$ cat src/rtl/z_pkg.sv
// Shared fetch-stage types and constants for the z_* core.
package z_pkg;
    localparam int WORD_W = 32;
    localparam logic [WORD_W-1:0] PC_STEP = 32'd4;
    localparam logic [WORD_W-1:0] RESET_PC_DEFAULT = 32'h0000_0000;

    typedef struct packed {
        logic [WORD_W-1:0] pc;
        logic [WORD_W-1:0] inst;
    } fetch_entry_t;

    function automatic logic [WORD_W-1:0] align_pc(input logic [WORD_W-1:0] pc);
        return {pc[WORD_W-1:2], 2'b00};
    endfunction
endpackage

$ cat src/rtl/z_fetch_fifo.sv
// Instruction queue between the memory response port and decode.
// Flush has priority over push and pop; storage itself is not reset.
module z_fetch_fifo
    import z_pkg::*;
#(
    parameter int DEPTH = 2,
    localparam int CNT_W = $clog2(DEPTH + 1),
    localparam int PTR_W = $clog2(DEPTH)
) (
    input  logic             clk,
    input  logic             rst,
    input  logic             push,
    input  logic             pop,
    input  logic             flush,
    input  fetch_entry_t     wdata,
    output fetch_entry_t     rdata,
    output logic             empty,
    output logic             full,
    output logic [CNT_W-1:0] count
);
    fetch_entry_t     slots [DEPTH];
    logic [PTR_W-1:0] rd_ptr;
    logic [PTR_W-1:0] wr_ptr;
    logic             do_push;
    logic             do_pop;

    function automatic logic [PTR_W-1:0] ptr_inc(input logic [PTR_W-1:0] p);
        return (p == PTR_W'(DEPTH - 1)) ? '0 : p + PTR_W'(1);
    endfunction

    assign empty   = (count == '0);
    assign full    = (count == CNT_W'(DEPTH));
    assign do_pop  = pop && !empty;
    assign do_push = push && (!full || do_pop);
    assign rdata   = slots[rd_ptr];

    always_ff @(posedge clk or posedge rst) begin
        if (rst) begin
            rd_ptr <= '0;
            wr_ptr <= '0;
            count  <= '0;
        end else if (flush) begin
            rd_ptr <= '0;
            wr_ptr <= '0;
            count  <= '0;
        end else begin
            if (do_push) wr_ptr <= ptr_inc(wr_ptr);
            if (do_pop)  rd_ptr <= ptr_inc(rd_ptr);
            if (do_push && !do_pop)      count <= count + CNT_W'(1);
            else if (do_pop && !do_push) count <= count - CNT_W'(1);
        end
    end

    always_ff @(posedge clk) begin
        if (do_push && !flush) slots[wr_ptr] <= wdata;
    end
endmodule

$ cat src/rtl/z_fetch.sv
// Instruction fetch: credit-limited request issue, in-order response capture,
// and redirect handling that marks every outstanding request stale.
module z_fetch
    import z_pkg::*;
#(
    parameter logic [WORD_W-1:0] RESET_PC = RESET_PC_DEFAULT,
    parameter int                DEPTH    = 2
) (
    input  logic              clk,
    input  logic              rst,
    input  logic              redirect,
    input  logic [WORD_W-1:0] redirect_pc,
    output logic              imem_req_valid,
    input  logic              imem_req_ready,
    output logic [WORD_W-1:0] imem_req_addr,
    input  logic              imem_rsp_valid,
    input  logic [WORD_W-1:0] imem_rsp_data,
    output logic              out_valid,
    input  logic              out_ready,
    output logic [WORD_W-1:0] out_pc,
    output logic [WORD_W-1:0] out_inst
);
    localparam int CNT_W = $clog2(DEPTH + 1);
    localparam int SUM_W = CNT_W + 1;

    logic [WORD_W-1:0] fetch_pc;
    logic [WORD_W-1:0] rsp_pc;
    logic [CNT_W-1:0]  inflight;
    logic [CNT_W-1:0]  inflight_next;
    logic [CNT_W-1:0]  stale;
    logic [CNT_W-1:0]  live;
    logic [CNT_W-1:0]  fifo_count;
    logic [SUM_W-1:0]  used;
    logic              fifo_empty;
    logic              fifo_full;
    logic              pop;
    logic              req_fire;
    logic              stale_rsp;
    logic              live_rsp;
    fetch_entry_t      head;
    fetch_entry_t      rsp_entry;

    // A same-cycle pop frees its slot, which is what sustains one
    // instruction per cycle at the minimum depth and latency.
    assign pop  = out_valid && out_ready;
    assign live = inflight - stale;
    assign used = SUM_W'(fifo_count) + SUM_W'(live) - SUM_W'(pop);

    assign imem_req_valid = !rst && (used < SUM_W'(DEPTH)) && !(fifo_full && !pop);
    assign imem_req_addr  = fetch_pc;
    assign req_fire       = imem_req_valid && imem_req_ready;

    assign stale_rsp     = imem_rsp_valid && (stale != '0);
    assign live_rsp      = imem_rsp_valid && (stale == '0) && !redirect;
    assign inflight_next = inflight + CNT_W'(req_fire) - CNT_W'(imem_rsp_valid);

    assign rsp_entry = '{pc: rsp_pc, inst: imem_rsp_data};

    always_ff @(posedge clk or posedge rst) begin
        if (rst) begin
            fetch_pc <= align_pc(RESET_PC);
            rsp_pc   <= align_pc(RESET_PC);
            inflight <= '0;
            stale    <= '0;
        end else begin
            inflight <= inflight_next;
            if (redirect) begin
                // Everything still outstanding after this edge belongs to the old path.
                fetch_pc <= align_pc(redirect_pc);
                rsp_pc   <= align_pc(redirect_pc);
                stale    <= inflight_next;
            end else begin
                if (req_fire)  fetch_pc <= fetch_pc + PC_STEP;
                if (live_rsp)  rsp_pc   <= rsp_pc + PC_STEP;
                if (stale_rsp) stale    <= stale - CNT_W'(1);
            end
        end
    end

    z_fetch_fifo #(
        .DEPTH(DEPTH)
    ) u_fifo (
        .clk  (clk),
        .rst  (rst),
        .push (live_rsp),
        .pop  (pop),
        .flush(redirect),
        .wdata(rsp_entry),
        .rdata(head),
        .empty(fifo_empty),
        .full (fifo_full),
        .count(fifo_count)
    );

    assign out_valid = !fifo_empty;
    assign out_pc    = out_valid ? head.pc   : '0;
    assign out_inst  = out_valid ? head.inst : '0;
endmodule

$ cat config.mk
export PLATFORM = sky130hd
export DESIGN_NAME = z_fetch
export DESIGN_NICKNAME = d
export VERILOG_FILES = /design/src/rtl/z_pkg.sv /design/src/rtl/z_fetch_fifo.sv /design/src/rtl/z_fetch.sv
export SDC_FILE = /design/constraint.sdc
export NUM_CORES = 1
export LEC_CHECK = 0
export ABC_AREA = 1
export BUFFER_PORTS_ARGS = -buffer_cell sky130_fd_sc_hd__buf_4
export CORE_ASPECT_RATIO = 2
export CORE_UTILIZATION = 45
export CTS_BUF_LIST = sky130_fd_sc_hd__clkbuf_4 sky130_fd_sc_hd__clkbuf_8
export CTS_CLUSTER_SIZE = 14
export DETAILED_ROUTE_END_ITERATION = 12
export PLACE_DENSITY = 0.72
export SLEW_MARGIN = 10
export SYNTH_ARGS = -nofsm -noshare
export SYNTH_HDL_FRONTEND = slang
export SYNTH_SLANG_ARGS = --single-unit
$ cat constraint.sdc
create_clock -name clk -period 6.3 [get_ports clk]
set_input_delay 1.26 -clock clk [delete_from_list [all_inputs] [get_ports clk]]
set_output_delay 1.26 -clock clk [all_outputs]
set_load 0.005 [all_outputs]
==> results of run 1 <==
path summary, 6_finish.rpt:
check / start / end / cells after the start
setup / recovery: out_ready / imem_req_valid / 11
hold / removal: rsp_pc[31] / u_fifo.slots[0][63] / 0
setup reg to reg: stale[0] / stale[1] / 16
hold reg to reg: rsp_pc[31] / u_fifo.slots[0][63] / 0
max in group asynchronous: rst / rsp_pc[29] / 3
min in group asynchronous: rst / inflight[0] / 3
critical path: stages:
cell and delay, ps:
buf_4 90, inv_1 30, nor2_1 140, ha_1 250, or2_2 310, fa_1 490
nand2_1 50, a21oi_1 250, nand2_1 80, nor2_1 90, buf_4 110
layer usage:
metal | vias to the layer above | routed length (µm)
li1 | 3775 | -
met1 | 3589 | 8481
met2 | 214 | 12680
met3 | 67 | 827
met4 | 0 | 1067
met5 | - | 0
registers in the layout (all words and copies together) (netlist names):
signal,flops
u_fifo.count,2
u_fifo.slots,124
u_fifo.wr_ptr,1
inflight,2
u_fifo.rd_ptr,1
imem_req_addr,30
stale,2
rsp_pc,30
cells in the mapped netlist (all sizes together):
master	number
a21o	1
conb	1
and2	2
nor3	11
nand4	15
clkbuf	27
o21ai	41
o211ai	8
nand2	365
buf	11
a21oi	71
nor2	82
edfxtp	124
xor2	15
o21bai	3
inv	101
dfrtp	68
nand3	76
fa	1
o221ai	2
nor3b	2
or2	3
mux2	1
o22ai	1
ha	8
o21a	1
a31oi	3
nand3b	4
xnor2	8
layout make-up:
type / instances / share of cell area
Clock buffer: 17 / 0.02087
Inverter: 101 / 0.03381
Multi-Input combinational cell: 728 / 0.3041
Clock inverter: 15 / 0.01573
Tap cell: 266 / 0.02968
Sequential cell: 192 / 0.4840
Timing Repair Buffer: 167 / 0.1118
stage by stage:
| step | utilization | power (mW) |
|---|---|---|
| floorplan | - | 2.623 |
| global placement | 0.5303 | 3.276 |
| detailed placement | 0.5303 | 3.316 |
| CTS | 0.5504 | 4.151 |
| global route | 0.5504 | 4.393 |
| finish | 0.5504 | 4.106 |
cells by family after synthesis:
logic type	Yosys count
AO/OA/AOI/OAI	131
XOR/XNOR	23
adder cells (fa/ha/maj)	9
buffers and inverters	139
flip-flops	192
multiplexers	1
other	1
AND/OR/NAND/NOR	560
power by group:
| group | internal, mW | leakage (nW) | switching, mW |
|---|---|---|---|
| registers | 1.55 | 1.94 | 0.214 |
| logic | 0.658 | 2.67 | 0.855 |
| clock network | 0.366 | 0.214 | 0.462 |
| total | 2.57 | 4.83 | 1.53 |
==> impl_metrics.toml, run 1 <==
[run_status]
status = "complete, no violations"

[route]
drt_iter0_drc = 490
dr.pass1.iters = 5
ant_nets = 0
routed_wl_um = 23060
drc = 0
wl_per_cell_um = 15.52
vias = 7645
vias_per_cell = 5.145

[global_route]
grt_usage = 0.2203
antenna_found_initial = 0
grt_pass1_wl_um = 36310
grt_pass1_vias = 7244
busiest_layer = "met2"
met2_usage = 0.4198
grt-ovfl-total = 0
grt_max_degree = 69
use_met3 = 0.03942
grtUsageMet1 = 0.2236

[sta]
fin_ws_ps = 1871
finalHoldViolations = 0
finalCritPeriodShare = 0.7031
slew_headroom = 0.2555
finalHoldWorstSlack_ps = 551.1
finalSetupTns_ps = 0
drv_slew = 0
fmax_mhz = 225.8
skew_ps = 12.79
period_minus_slack_ps = 4429
rsz0062_at_grt = "no"
setup_viol = 0
worst_pin_slew_ps = 1115

[place]
postPlaceCellArea_um2 = 10800
dp_slack_ps = 1861
gp_congestion = 0.9939
dp_cells = 1454
dpl.hpwl_um = 16340
port_buffers = 161

[critical_path]
arrival_ps = 3170
cp.required_ps = 5040
path_class = "input pin to primary output"
critical_path_peak_fanout = 2
timing.reg2reg.setup_slack_ps = 2670
critPathCaptureType = "primary output"
critPathLaunchType = "input pin"

[finish]
num_antenna_cells = 0
area_growth_pct = 19.66
layout_common_cells = "363 x nand2_1, 167 x buf_4, 124 x edfxtp_1"
multi_input_area_um2 = 3410
layout.area.seq_um2 = 5426
layout.cells.non_filler = 1486
nets = 1286
layout_commonest_cell = "nand2_1"
fin_area_um2 = 11210
drive_gt1_frac = 0.1844
final.fill_count = 1922

[synthesis]
synth_compound_area_frac = 0.07478
synth-seq-area-share = 0.5790
synth_area_um2 = 9370
synth_warnings = 0
synth_top_family_by_area = "simple AND/OR/NAND/NOR gates"
avgSynthCellArea_um2 = 8.873
yosys.area.top_type = "edfxtp_1"
ys_types = 38
yosys-top-cells-area = "edfxtp_1 40%, dfrtp_1 18%, nand2_1 15%"
synthMuxAreaShare = 0.001202
synth_xor_area_frac = 0.02150
synth_top_area_frac = 0.3974
synthSimpleGateAreaFrac = 0.2498
synth-adder-area-share = 0.01282
postSynthCellCount = 1056
synth_seq_cells = 192

[floorplanning]
dieWidth_um = 104.0
fp.dieH_um = 206.1
start_util = 0.4600
boundaryPins = 168
row_count = 74
core_um2 = 20370
die-area_um2 = 21440

[cts]
post_cts_buffers = 0
ctsResizeCount = 0
cts_root_buf = "clkbuf_8"
holdBufCountCts = 0
clock_path_buffers = 2
cts_inserted_buffers = 17
htreeDepth = 4
clock-sinks = 192
clk_pin_slew_ps = 100
cts_tree = "yes"
clock_latency_ps = 480

[pwr]
ir_worst_vdd_uv = 197.2
p_per_area_nw_per_um2 = 366.2
p_leak_nw = 4.831

[job]
max_cap_violations = 0

[worst_hold_path]
hold_path_class = "flop to flop"
Note: power is estimated with default switching activity, not from simulation.
==> run 2: changes to the inputs <==
Settings changed: ABC_AREA 1 to 0.
Clock period 6.3 ns to 4.4 ns, I/O delays scaled along.
==> run 2 against run 1 <==
Against the previous run:
- non-clock buffer count is 4 higher
- total power is 11% higher
- count of clock-buffer cells in the layout is 4 higher
- combinational power is 26% lower
- clock power is 36% higher
- utilization is 1.1 points higher
- sequential power is 31% higher
- first-iteration DRC count is 69% lower
- design area is 5.6% lower
- highest routed layer unchanged
==> impl_metrics.toml, run 2 <==
[finish]
layout_common_cells = "171 x buf_4, 124 x edfxtp_1, 89 x nor2_1"
drive_gt1_frac = 0.3129
nets = 900
area_growth_pct = 21.73
num_antenna_cells = 0
fin_area_um2 = 10580
largest_reg_flops = 124
final.fill_count = 1637
top_register = "u_fifo.slots"
layout_commonest_cell = "buf_4"

[sta]
rsz0062_at_grt = "no"
setup_viol = 0
period_minus_slack_ps = 3885
skew_ps = 17.86
drv_slew = 0
finalHoldViolations = 0
finalSetupTns_ps = 0
finalHoldWorstSlack_ps = 516.7
slew_headroom = 0.4346
fin_ws_ps = 514.8
worst_pin_slew_ps = 846.9
finalCritPeriodShare = 0.8830
fmax_mhz = 257.4

[route]
vias_per_cell = 5.168
vias = 5628
drt_iter0_drc = 153
dr.pass1.iters = 4
ant_nets = 0
routed_wl_um = 18080
wl_per_cell_um = 16.60
drc = 0

[critical_path]
crit_family = "simple AND/OR/NAND/NOR gates"
crit_path_max_incr_delay_ps = 520
critical_path_peak_fanout = 8
crit_path_top_delay_cell = "dfrtp_1"
cp.required_ps = 3520
crit_chain = "nor2_4 > nor2b_1 > ha_1 > or2_2 > fa_1 > xnor2_1 > nor3_2 > buf_4 > buf_4"
path_class = "flop to primary output"
path_buf_inv = 2
cp_common_cell = "buf_4"
critPathLaunchType = "flop"
arrival_ps = 3010
critPathCaptureType = "primary output"

[synthesis]
synth-edff-count = 124
yosys-top-cells-count = "124 x edfxtp_1, 90 x nor2_1, 68 x dfrtp_1, 65 x mux2i_1"
avgSynthCellArea_um2 = 13.13
synth_top_area_frac = 0.4283
synth-main-ff-cell = "edfxtp_1"
synth_seq_cells = 192
yosys-top-cells-area = "edfxtp_1 43%, dfrtp_1 20%, mux2i_1 7.5%"
postSynthCellCount = 662
yosysMostFrequentCell = "edfxtp_1"
synth_warnings = 0
yosys.area.top_type = "edfxtp_1"
ys_types = 51
synth-seq-area-share = 0.6241
synth_area_um2 = 8693
async_reset_ff_frac = 0.3542

[cts]
post_cts_buffers = 0
cts_inserted_buffers = 17
clock-sinks = 192
clock_path_buffers = 2
cts_tree = "yes"
cts_root_buf = "clkbuf_8"
htreeDepth = 4
clock_latency_ps = 460
clk_pin_slew_ps = 100
holdBufCountCts = 0
ctsResizeCount = 0

[floorplanning]
die-area_um2 = 19910
dieWidth_um = 100.3
row_count = 71
boundaryPins = 168
core_um2 = 18830
start_util = 0.4616
fp.dieH_um = 198.6

[worst_hold_path]
hold_path_class = "flop to flop"

[pwr]
p_leak_nw = 3.989
ir_worst_vdd_uv = 321.7
p_per_area_nw_per_um2 = 431.1
p_total_mw = 4.563

[global_route]
antenna_found_initial = 0
grt_pass1_vias = 5614
grt-ovfl-total = 0
grt_max_degree = 64
grt_pass1_wl_um = 28420
grt_usage = 0.1889

[place]
gp_congestion = 0.8707
postPlaceCellArea_um2 = 10190
dpl.hpwl_um = 12990
port_buffers = 161
dp_slack_ps = 461.6

[run_status]
status = "complete, no violations"

[job]
max_cap_violations = 0
run 2: changes by cell type after synthesis, sizes merged, moves of 7 or more:
cell | before | now
nand3 | 76 | 24
a21oi | 71 | 11
nor3 | 11 | 18
mux2i | 0 | 65
xnor2 | 8 | 40
nand2 | 365 | 24
o211ai | 8 | 0
nor2 | 82 | 90
o21ai | 41 | 7
nor4 | 0 | 7
inv | 101 | 15
mux2 | 1 | 41
run 2: cell type report:
cell class,count,area (µm²),share of cell area
Timing Repair Buffer,171,1284,0.1213
Multi-Input combinational cell,424,3098,0.2927
Clock buffer,21,270.3,0.02554
Sequential cell,192,5429,0.5130
Inverter,15,56.30,0.005320
Tap cell,255,319.1,0.03015
Clock inverter,11,126.4,0.01194
run 2: worst paths after layout:
check	to	startpoint	slack, ps	cells past startpoint
hold reg to reg	u_fifo.slots[0][63]	rsp_pc[31]	520	0
max in group asynchronous	rsp_pc[19]	rst	2860	3
min in group asynchronous	rsp_pc[8]	rst	570	2
hold / removal	u_fifo.slots[0][63]	rsp_pc[31]	520	0
setup reg to reg	stale[1]	u_fifo.count[1]	920	15
setup / recovery	imem_req_valid	u_fifo.count[1]	510	9
run 2: routing by layer:
layer	global-route usage	up-vias	wire length (µm)
li1	-	2705	-
met1	0.2030	2742	6834
met2	0.3516	145	10080
met3	0.03443	36	626
met4	0.08642	0	544
met5	0	-	0
run 2: cell families after synthesis:
kind of cell	share of synthesized area
adders and majority gates	0.01382
other	0.0004314
buffers and inverters	0.02432
AOI/OAI and AO/OA	0.02519
muxes	0.1279
xor gates and xnor gates	0.05541
DFF	0.6241
and+or+nand+nor	0.1288
run 2: where the power goes:
group	total [mW]	switching [mW]	internal, mW	leakage [nW]
clock	1.13	0.626	0.502	0.203
combinational	1.12	0.571	0.552	1.87
sequential	2.31	0.178	2.13	1.91
total	4.56	1.38	3.19	3.99
run 2: stage by stage:
step | utilization | std cells
floorplan | - | 665
global placement | 0.5409 | 1057
detailed placement | 0.5409 | 1057
CTS | 0.5619 | 1089
global route | 0.5619 | 1089
finish | 0.5619 | 1089
==> run 3: changes to the inputs <==
Settings changed: MAX_ROUTING_LAYER from default to met4.
==> run 3 against run 2 <==
Against the previous run:
- combinational power is essentially flat
- maximum frequency is essentially flat
- utilization stayed put
- largest cell class unchanged
- largest power group unchanged
==> impl_metrics.toml, run 3 (synthesis gave the netlist of run 2 again) <==
[run_status]
status = "complete, no violations"

[pwr]
p_total_mw = 4.562
ir_worst_vdd_uv = 320.7
power_frac_seq = 0.506
p_per_area_nw_per_um2 = 431.1
p_int_mw = 3.187
combPwrFrac = 0.247
swShare = 0.3014
p_leak_nw = 3.989
power_frac_clock = 0.247
p_sw_mw = 1.375

[sta]
worst_pin_slew_ps = 833.0
slew_headroom = 0.4447
finalCritPeriodShare = 0.8838
finalSetupTns_ps = 0
drv_slew = 0
fmax_mhz = 257.1
period_minus_slack_ps = 3889
finalHoldViolations = 0
setup_viol = 0
rsz0062_at_grt = "no"
skew_ps = 19.23
fin_ws_ps = 511.1

[cts]
cts_tree = "yes"
post_cts_buffers = 0
clock_path_buffers = 2
cts_root_buf = "clkbuf_8"
clock-sinks = 192
htreeDepth = 4
clk_pin_slew_ps = 100
holdBufCountCts = 0
ctsResizeCount = 0
clock_latency_ps = 460
cts_inserted_buffers = 17

[finish]
drive_gt1_frac = 0.3129
layout_common_cells = "171 x buf_4, 124 x edfxtp_1, 89 x nor2_1"
area_growth_pct = 21.73
largest_reg_flops = 124
num_antenna_cells = 0
final.fill_count = 1637
multi_input_area_um2 = 3098
layout_commonest_cell = "buf_4"
nets = 900
layout.area.seq_um2 = 5429
top_register = "u_fifo.slots"

[route]
drt_iter0_drc = 146
ant_nets = 0
routed_wl_um = 18110
drc = 0
dr.pass1.iters = 4
vias_per_cell = 5.191
vias = 5653
wl_per_cell_um = 16.63

[critical_path]
reg2reg_to = "stale[1]"
worstSetupEndpoint = "imem_req_valid"
crit_path_top_delay_cell = "dfrtp_1"
critical_path_peak_fanout = 8
critPathCaptureType = "primary output"
crit_chain = "nor2_4 > nor2b_1 > ha_1 > or2_2 > fa_1 > xnor2_1 > nor3_2 > buf_4 > buf_4"
critPathLaunchType = "flop"
cp.required_ps = 3520
timing.reg2reg.setup_slack_ps = 920
path_class = "flop to primary output"
arrival_ps = 3010
reg2reg_depth = 15
crit_start = "u_fifo.count[1]"
crit_path_max_incr_delay_ps = 520
worstReg2RegStart = "u_fifo.count[1]"
cp_common_cell = "buf_4"

[place]
port_buffers = 161
dpl.hpwl_um = 12990
gp_congestion = 0.8849
dp_slack_ps = 461.6

[global_route]
grt_usage = 0.1950
grt-ovfl-total = 0
grt_pass1_vias = 5587
grt_max_degree = 64
grt_pass1_wl_um = 28520
antenna_found_initial = 0

[floorplanning]
core_um2 = 18830
dieWidth_um = 100.3
boundaryPins = 168
start_util = 0.4616
fp.dieH_um = 198.6
die-area_um2 = 19910
row_count = 71

[worst_hold_path]
holdPathStages = 0
hold_path_class = "flop to flop"

[job]
max_cap_violations = 0
run 3: cell type report:
| class | count | area share |
|---|---|---|
| Clock buffer | 21 | 0.02554 |
| Inverter | 15 | 0.005320 |
| Tap cell | 255 | 0.03015 |
| Multi-Input combinational cell | 424 | 0.2927 |
| Timing Repair Buffer | 171 | 0.1213 |
| Sequential cell | 192 | 0.5130 |
| Clock inverter | 11 | 0.01194 |
run 3: worst max-delay path, delay by kind of cell (launching register included):
kind                     cells  cell delay (ps)
XOR/XNOR                     1              400
adder cells (fa/ha/maj)      2              650
buffers and inverters        2              300
flip-flops                   1              520
AND/OR/NAND/NOR              4              690
run 3: per-layer routing:
metal  GRT usage  share of wire  wire, µm
met5           -              0         0
met4     0.08857          0.028       502
met3     0.03197          0.039       714
met2      0.3511           0.56     10100
met1      0.2061           0.38      6791
run 3: power by group through the flow:
stage	clock, mW	combinational [mW]	sequential (mW)
6_report	1.13	1.12	2.31
5_1_grt	1.23	1.25	2.34
4_1_cts	1.17	1.15	2.31
3_5_place_dp	0	1.14	2.35
3_3_place_gp	0	1.12	2.34
2_1_floorplan	0	0.735	2.28
run 3: how the worst min path moves through the flow:
stage / start / end / slack [ps]
after floorplan: rsp_pc[31] / u_fifo.slots[0][63] / 460
after global placement: rsp_pc[31] / u_fifo.slots[0][63] / 480
after detailed placement: rsp_pc[31] / u_fifo.slots[0][63] / 500
after CTS: rsp_pc[31] / u_fifo.slots[1][63] / 520
after global routing: rsp_pc[31] / u_fifo.slots[1][63] / 540
final: rsp_pc[31] / u_fifo.slots[0][63] / 520
run 3: stage by stage:
stage / utilization / cell area, µm² / cells / hold WS [ps]
after floorplan: - / 8715 / 665 / 462.8
after global placement: 0.5409 / 10190 / 1057 / 482.2
after detailed placement: 0.5409 / 10190 / 1057 / 498.4
after CTS: 0.5619 / 10580 / 1089 / 522.5
after global routing: 0.5619 / 10580 / 1089 / 536.9
final: 0.5619 / 10580 / 1089 / 522.1
